[config.mk]
export PLATFORM = sky130hd
export DESIGN_NAME = pc_ras_unit
export DESIGN_NICKNAME = d
export VERILOG_FILES = /design/src/rtl/pc_ras_unit.sv
export SDC_FILE = /design/constraint.sdc
export NUM_CORES = 1
export LEC_CHECK = 0
export ABC_AREA = 1
export ABC_CLOCK_PERIOD_IN_PS = 4800
export BUFFER_PORTS_ARGS = -buffer_cell sky130_fd_sc_hd__buf_2
export CORE_UTILIZATION = 55
export DETAILED_ROUTE_END_ITERATION = 16
export PLACE_DENSITY = 0.84
export SLEW_MARGIN = 15
export SYNTH_ARGS = -nofsm -noshare
export SYNTH_HDL_FRONTEND = slang
export SYNTH_SLANG_ARGS = --single-unit
[constraint.sdc]
create_clock -name clk_pi -period 4.8 [get_ports clk_pi]
set_input_delay 0.72 -clock clk_pi [delete_from_list [all_inputs] [get_ports clk_pi]]
set_output_delay 0.72 -clock clk_pi [all_outputs]
set_load 0.02 [all_outputs]
[src/rtl/pc_ras_unit.sv]
// Fetch PC register with stall, sticky halt and a circular return-address stack; all outputs are
// registered (1-cycle redirect latency), except pcPlus_po. Stall holds PC and RAS. Once halted,
// only reset releases the unit.
module pc_ras_unit #(
  parameter int unsigned ADDR_W               = 32,
  parameter logic [ADDR_W-1:0] RESET_PC       = '0,
  parameter int unsigned INSTR_BYTES          = 4,
  parameter int unsigned RAS_DEPTH            = 4
) (
  input  logic                           clk_pi,
  input  logic                           reset_pi,
  input  logic                           stall_pi,
  input  logic                           halt_pi,
  input  logic                           isTakenBranch_pi,
  input  logic [ADDR_W-1:0]              targetPC_pi,
  input  logic                           isCall_pi,
  input  logic                           isReturn_pi,
  output logic [ADDR_W-1:0]              pc_po,
  output logic [ADDR_W-1:0]              pcPlus_po,
  output logic                           halted_po,
  output logic [ADDR_W-1:0]              rasTop_po,
  output logic [$clog2(RAS_DEPTH):0]     rasCount_po,
  output logic                           rasOverflow_po,
  output logic                           rasMismatch_po
);

  localparam int unsigned PTR_W = $clog2(RAS_DEPTH);
  localparam int unsigned CNT_W = PTR_W + 1;

  logic [ADDR_W-1:0] pcReg;
  logic              haltedReg;
  logic [ADDR_W-1:0] rasMem [RAS_DEPTH];
  logic [PTR_W-1:0]  topPtr;
  logic [CNT_W-1:0]  rasCount;
  logic              overflowReg;
  logic              mismatchReg;

  logic [ADDR_W-1:0] nextPc;
  logic [ADDR_W-1:0] topEntry;
  logic [PTR_W-1:0]  pushPtr;
  logic [PTR_W-1:0]  popPtr;
  logic              rasEmpty;
  logic              rasFull;
  logic              doPush;
  logic              doPop;
  logic              doReplace;
  logic              active;

  assign pcPlus_po = pcReg + ADDR_W'(INSTR_BYTES);
  assign nextPc    = isTakenBranch_pi ? targetPC_pi : pcPlus_po;

  assign rasEmpty = (rasCount == '0);
  assign rasFull  = (rasCount == CNT_W'(RAS_DEPTH));
  assign topEntry = rasEmpty ? '0 : rasMem[topPtr];
  // Power-of-two depth lets the pointer wrap naturally; when full, pushPtr lands on the oldest entry.
  assign pushPtr  = topPtr + PTR_W'(1);
  assign popPtr   = topPtr - PTR_W'(1);

  assign active    = !haltedReg && !stall_pi && !halt_pi;
  // JALR used as a return replaces the top in place; on an empty stack it degrades to a push.
  assign doPush    = isCall_pi && (!isReturn_pi || rasEmpty);
  assign doReplace = isCall_pi && isReturn_pi && !rasEmpty;
  assign doPop     = isReturn_pi && !isCall_pi && !rasEmpty;

  always_ff @(posedge clk_pi) begin
    if (reset_pi) begin
      pcReg       <= RESET_PC;
      haltedReg   <= 1'b0;
      topPtr      <= '0;
      rasCount    <= '0;
      overflowReg <= 1'b0;
      mismatchReg <= 1'b0;
      for (int i = 0; i < int'(RAS_DEPTH); i++) begin
        rasMem[i] <= '0;
      end
    end else begin
      mismatchReg <= 1'b0;
      if (!haltedReg && !stall_pi && halt_pi) begin
        haltedReg <= 1'b1;
      end
      if (active) begin
        pcReg <= nextPc;
        if (doPush) begin
          rasMem[pushPtr] <= pcPlus_po;
          topPtr          <= pushPtr;
          if (rasFull) begin
            overflowReg <= 1'b1;
          end else begin
            rasCount <= rasCount + CNT_W'(1);
          end
        end
        if (doReplace) begin
          rasMem[topPtr] <= pcPlus_po;
        end
        if (doPop) begin
          topPtr   <= popPtr;
          rasCount <= rasCount - CNT_W'(1);
        end
        if ((doPop || doReplace) && (topEntry != targetPC_pi)) begin
          mismatchReg <= 1'b1;
        end
      end
    end
  end

  assign pc_po          = pcReg;
  assign halted_po      = haltedReg;
  assign rasTop_po      = topEntry;
  assign rasCount_po    = rasCount;
  assign rasOverflow_po = overflowReg;
  assign rasMismatch_po = mismatchReg;

endmodule

# Word-level counts from Yosys, hierarchy flattened
# Memories as Yosys holds them, arrays and structs flattened. A register that Yosys moved wholly into a read port is not among the register bits.
# Cells that the tools add are included.
# totals
reg_bits	40
ram_bits	128
out_inout_bits	102
elab_cells	67
n_memories	1
# memory_table
memory	words	width	read_ports	rd_clocked_by_memory_dff	wr	line	source
rasMem	4	32	1	1	4	32	logic [ADDR_W-1:0] rasMem [RAS_DEPTH];
# classes
n_addsub	5
eq_ne	3
mux	26
n_bitwise	1
n_reduce_logical	25
# ops
operator	n
32-bit 2-to-1 mux	4
32-bit OR reduction	2
32-bit by 3-bit adder with 32-bit output, second input constant	1
32-bit inequality test	1
1-bit 2-to-1 mux	13
2-bit 2-to-1 mux	6
1-bit logical AND	9
3-bit 2-to-1 mux	3
1-bit logical NOT	6
3-bit AND reduction	2
3-bit by 1-bit adder with 3-bit output, second input constant	1
3-bit == test, second input constant	1
3-bit logical NOT	1
3-bit by 1-bit subtractor with 3-bit output, second input constant	1
2-bit by 1-bit adder with 2-bit output, second input constant	1
1-bit logical OR	2
2-bit by 1-bit inequality test with 1-bit output, second input constant	1
2-bit AND reduction	1
2-bit nonzero test	1
2-bit OR reduction	1
2-bit by 1-bit subtractor with 2-bit output, second input constant	1
1-bit inverter	1

# Depth between registers and ports, before layout
# depth
ltp_word	10
depth_mapped	15

# Worst setup path before layout
# OpenSTA, ideal clock, no wires.
# synth_path
path_type	input -> register
from	input halt_pi
to	memory rasMem[3][0] (enable)
setup_ns	0.480
t_arrival_ns	3.881
slack_ns	0.439
stages	5
path_cell_list	nor2_1 > nand2_2 > nor2_1 > inv_1 > a311oi_1
# synth_rtl
item	line	source
from (decl)	13	input logic halt_pi,
to (decl)	32	

==> run_results.csv <==
group,metric,value,unit
critical_path,critPathSlowestCell,"inv_1",
power,switching_share,0.271,
power,seq_power_share,0.467,
timing,finalClockSkew,10.4,ps
hold_path,min_path_cells,2,
synthesis,yosys.area.top_type,"edfxtp_1",
critical_path,crit_required,4080,ps
critical_path,criticalPathCategory,"flip-flop to output pin",
timing,fin_crit_sh,0.699,
power,p_per_area,333,nW/µm²
hold_path,whs_endpoint,"rasOverflow_po",
synthesis,synth_area_leaders,"edfxtp_1, nand2_1, dfxtp_1",
clocking,tritoncts,"yes",
critical_path,startpoint_type,"flip-flop",
clocking,cts.repair.resized,0,
synthesis,syn_nets,1282,
synthesis,syn_area,9310,µm²
timing,fin_crit,3350,ps
clocking,cts_buffers,17,
critical_path,cp_cell_sequence,"buf_4 > inv_1 > buf_4 > o21ai_0 > o21ai_0 > nand2_1 > inv_1 > buf_2",
route,drc,0,
clocking,path_clk_slew,70,ps
clocking,htree_num_levels,4,
synthesis,ys_warn_count,0,
timing,worst_pin_slew,970,ps
route,firstDrtPassIters,5,
critical_path,endpoint_kind,"output pin",
clocking,clock_latency,430,ps
global_routing,groute.usage.overall,0.326,
clocking,numClockSinks,170,
floorplanning,core_area,16500,µm²
floorplanning,die_y,132,µm
synthesis,synthFlopType,"edfxtp_1",
synthesis,syn_avg_cell_area,7.50,µm²
timing,rsz0062_at_grt,"false",
power,leakagePower,5.44,nW
synthesis,ys_top_cells_by_count,"nand2_1, inv_1, nor2_1",
finish,drive_gt1_frac,0.153,
critical_path,cp_max_fo,33,
global_routing,antenna_found_initial,0,
route,routedWlPerCell,17.4,µm
timing,relSlewSlack,0.352,
power,p_int,2.63,mW
floorplanning,initial_core_util,0.563,
clocking,cts_setup_buffers,0,
synthesis,synth_seq_cells,170,
power,pwr-share-clk,0.402,
synthesis,synthCells,1241,
timing,finalHoldViolCount,0,
power,p_comb_frac,0.131,
timing,setup_viol,0,
synthesis,ys_async_sr_fraction,0,
synthesis,post-synth-top-count-cell,"nand2_1",
critical_path,worstReg2RegEnd,"rasMem[1][24]",
timing,fmax,298,MHz
timing,holdWs,472,ps
critical_path,worst_ep_arrival_time,2630,ps
finish,fin_nets,1405,
clocking,hold_buffers,0,
route,viasPerCell,5.48,
route,wl,27.7,mm
critical_path,reg2reg_from,"rasCount_po[2]",
status,status,"finished clean",
floorplanning,die_w,132,µm
critical_path,rrSetupSlack,1870,ps
route,drt_iter0_markers,1127,
global_routing,grt_pass1_vias,8290,
place,io_buffers,140,
synthesis,yosysSeqAreaShare,0.503,
run,drv_cap,0,
route,vias,8745,
critical_path,critPathMaxStageDelay,490,ps
synthesis,ys_types,42,
clocking,clockBufferDepth,2,
global_routing,grt-ovfl-total,0,
critical_path,rr_worst_depth,12,
hold_path,hp-class,"flip-flop to flip-flop",
place,place_hpwl,19.7,mm
global_routing,grt_pass1_wl,43.2,mm
timing,slew_violations,0,
route,postRouteAntennaNets,0,
synthesis,synth_top_cell_area_share,0.413,
hold_path,hp-start,"rasOverflow_po",
floorplanning,io-pin-count,141,
floorplanning,rows,47,
synthesis,synth-edff-count,128,
timing,tns,0,ps
finish,areaGrowthSynthToFinish,16.4,%
floorplanning,die-area,17400,µm²
global_routing,grt_max_degree,65,
power,p_switching,0.978,mW
clocking,cts_root_buffer,"clkbuf_16",
finish,n_antenna_cell,0,
power,ir_drop,0.000270,V
place,routabilityCongestion,1.10,
-- stage by stage --
step                      total power, mW  cells  setup slack (ps)  instance area, µm²  utilization
after floorplan                      2.01   1241               439                9310            -
after global placement               2.16   1565              1530               10200        0.617
after detailed placement             2.18   1565              1440               10200        0.617
after CTS                            3.60   1597              1510               10800        0.655
after global routing                 3.72   1597              1270               10800        0.656
final                                3.61   1597              1450               10800        0.656
-- logic make-up (layout without fill, tap and decap cells) --
group | count (synthesis) | in the layout | share of synthesized area
simple gates | 685 | 685 | 0.303
buf+inv | 275 | 411 | 0.115
flops | 170 | 170 | 0.503
compound gates | 85 | 85 | 0.0515
xor+xnor | 24 | 24 | 0.0234
fa+ha+maj | 2 | 2 | 0.00349
-- worst max-delay path by stage --
stage / cells past startpoint / to / slack (ps)
after detailed placement: 12 / rasMem[1][24] / 1440
after CTS: 8 / rasTop_po[15] / 1510
after floorplan: 5 / rasMem[3][0] / 440
after global placement: 12 / rasMem[1][15] / 1530
final: 8 / rasTop_po[15] / 1450
after global routing: 8 / rasTop_po[25] / 1270
-- worst max-delay path, delay by kind of cell, from the launching register on --
family / cells / cell delay (ps)
DFF: 1 / 300
AOI/OAI and AO/OA: 2 / 430
and+or+nand+nor: 1 / 130
buffers and inverters: 5 / 1310
-- layer usage --
layer	vias up	wire length, µm	share of wire	track usage
li1	4099	-	-	-
met1	3987	10300	0.37	0.407
met2	559	13300	0.48	0.531
met3	100	2840	0.10	0.0827
met4	0	1240	0.045	0.158
met5	-	0	0	0
-- power groups by stage --
stage / clock network (mW) / registers, mW / logic [mW]
6_report: 1.45 / 1.69 / 0.472
5_1_grt: 1.51 / 1.69 / 0.514
3_5_place_dp: 0 / 1.72 / 0.458
3_3_place_gp: 0 / 1.71 / 0.449
4_1_cts: 1.45 / 1.69 / 0.463
2_1_floorplan: 0 / 1.73 / 0.288
-- cells in the final DEF (no fill, tap or decap), types with 3 or more instances in the layout --
| cell type | count |
|---|---|
| dfxtp_1 | 41 |
| clkbuf_16 | 22 |
| nor2_4 | 4 |
| a21oi_1 | 27 |
| o21ai_0 | 28 |
| edfxtp_1 | 128 |
| nand3b_1 | 10 |
| nand2_1 | 387 |
| nand4_1 | 7 |
| inv_6 | 3 |
| xor2_1 | 23 |
| inv_1 | 220 |
| nand2_2 | 5 |
| buf_4 | 16 |
| nand3_1 | 72 |
| buf_2 | 140 |
| o22ai_1 | 14 |
| clkinv_1 | 3 |
| nor2_1 | 180 |
| nor3_1 | 5 |
| nor4_1 | 4 |
| a31oi_1 | 9 |
-- layout make-up --
| class | instances | area (µm²) |
|---|---|---|
| timing repair buffer | 156 | 821 |
| fill | 1371 | 5690 |
| tap | 220 | 275 |
| clock inverter | 8 | 58.8 |
| sequential | 170 | 4690 |
| clock buffer | 24 | 578 |
| multi-input combinational | 796 | 3580 |
| inverter | 223 | 837 |
-- registers in the layout, summed over array words and instances, names as in the netlist, named ones only --
signal and cells:
rasCount_po 3, rasOverflow_po 1, topPtr 2, rasMismatch_po 1
rasMem 128, halted_po 1, pc_po 32
Power figures use the tool's default switching activity.
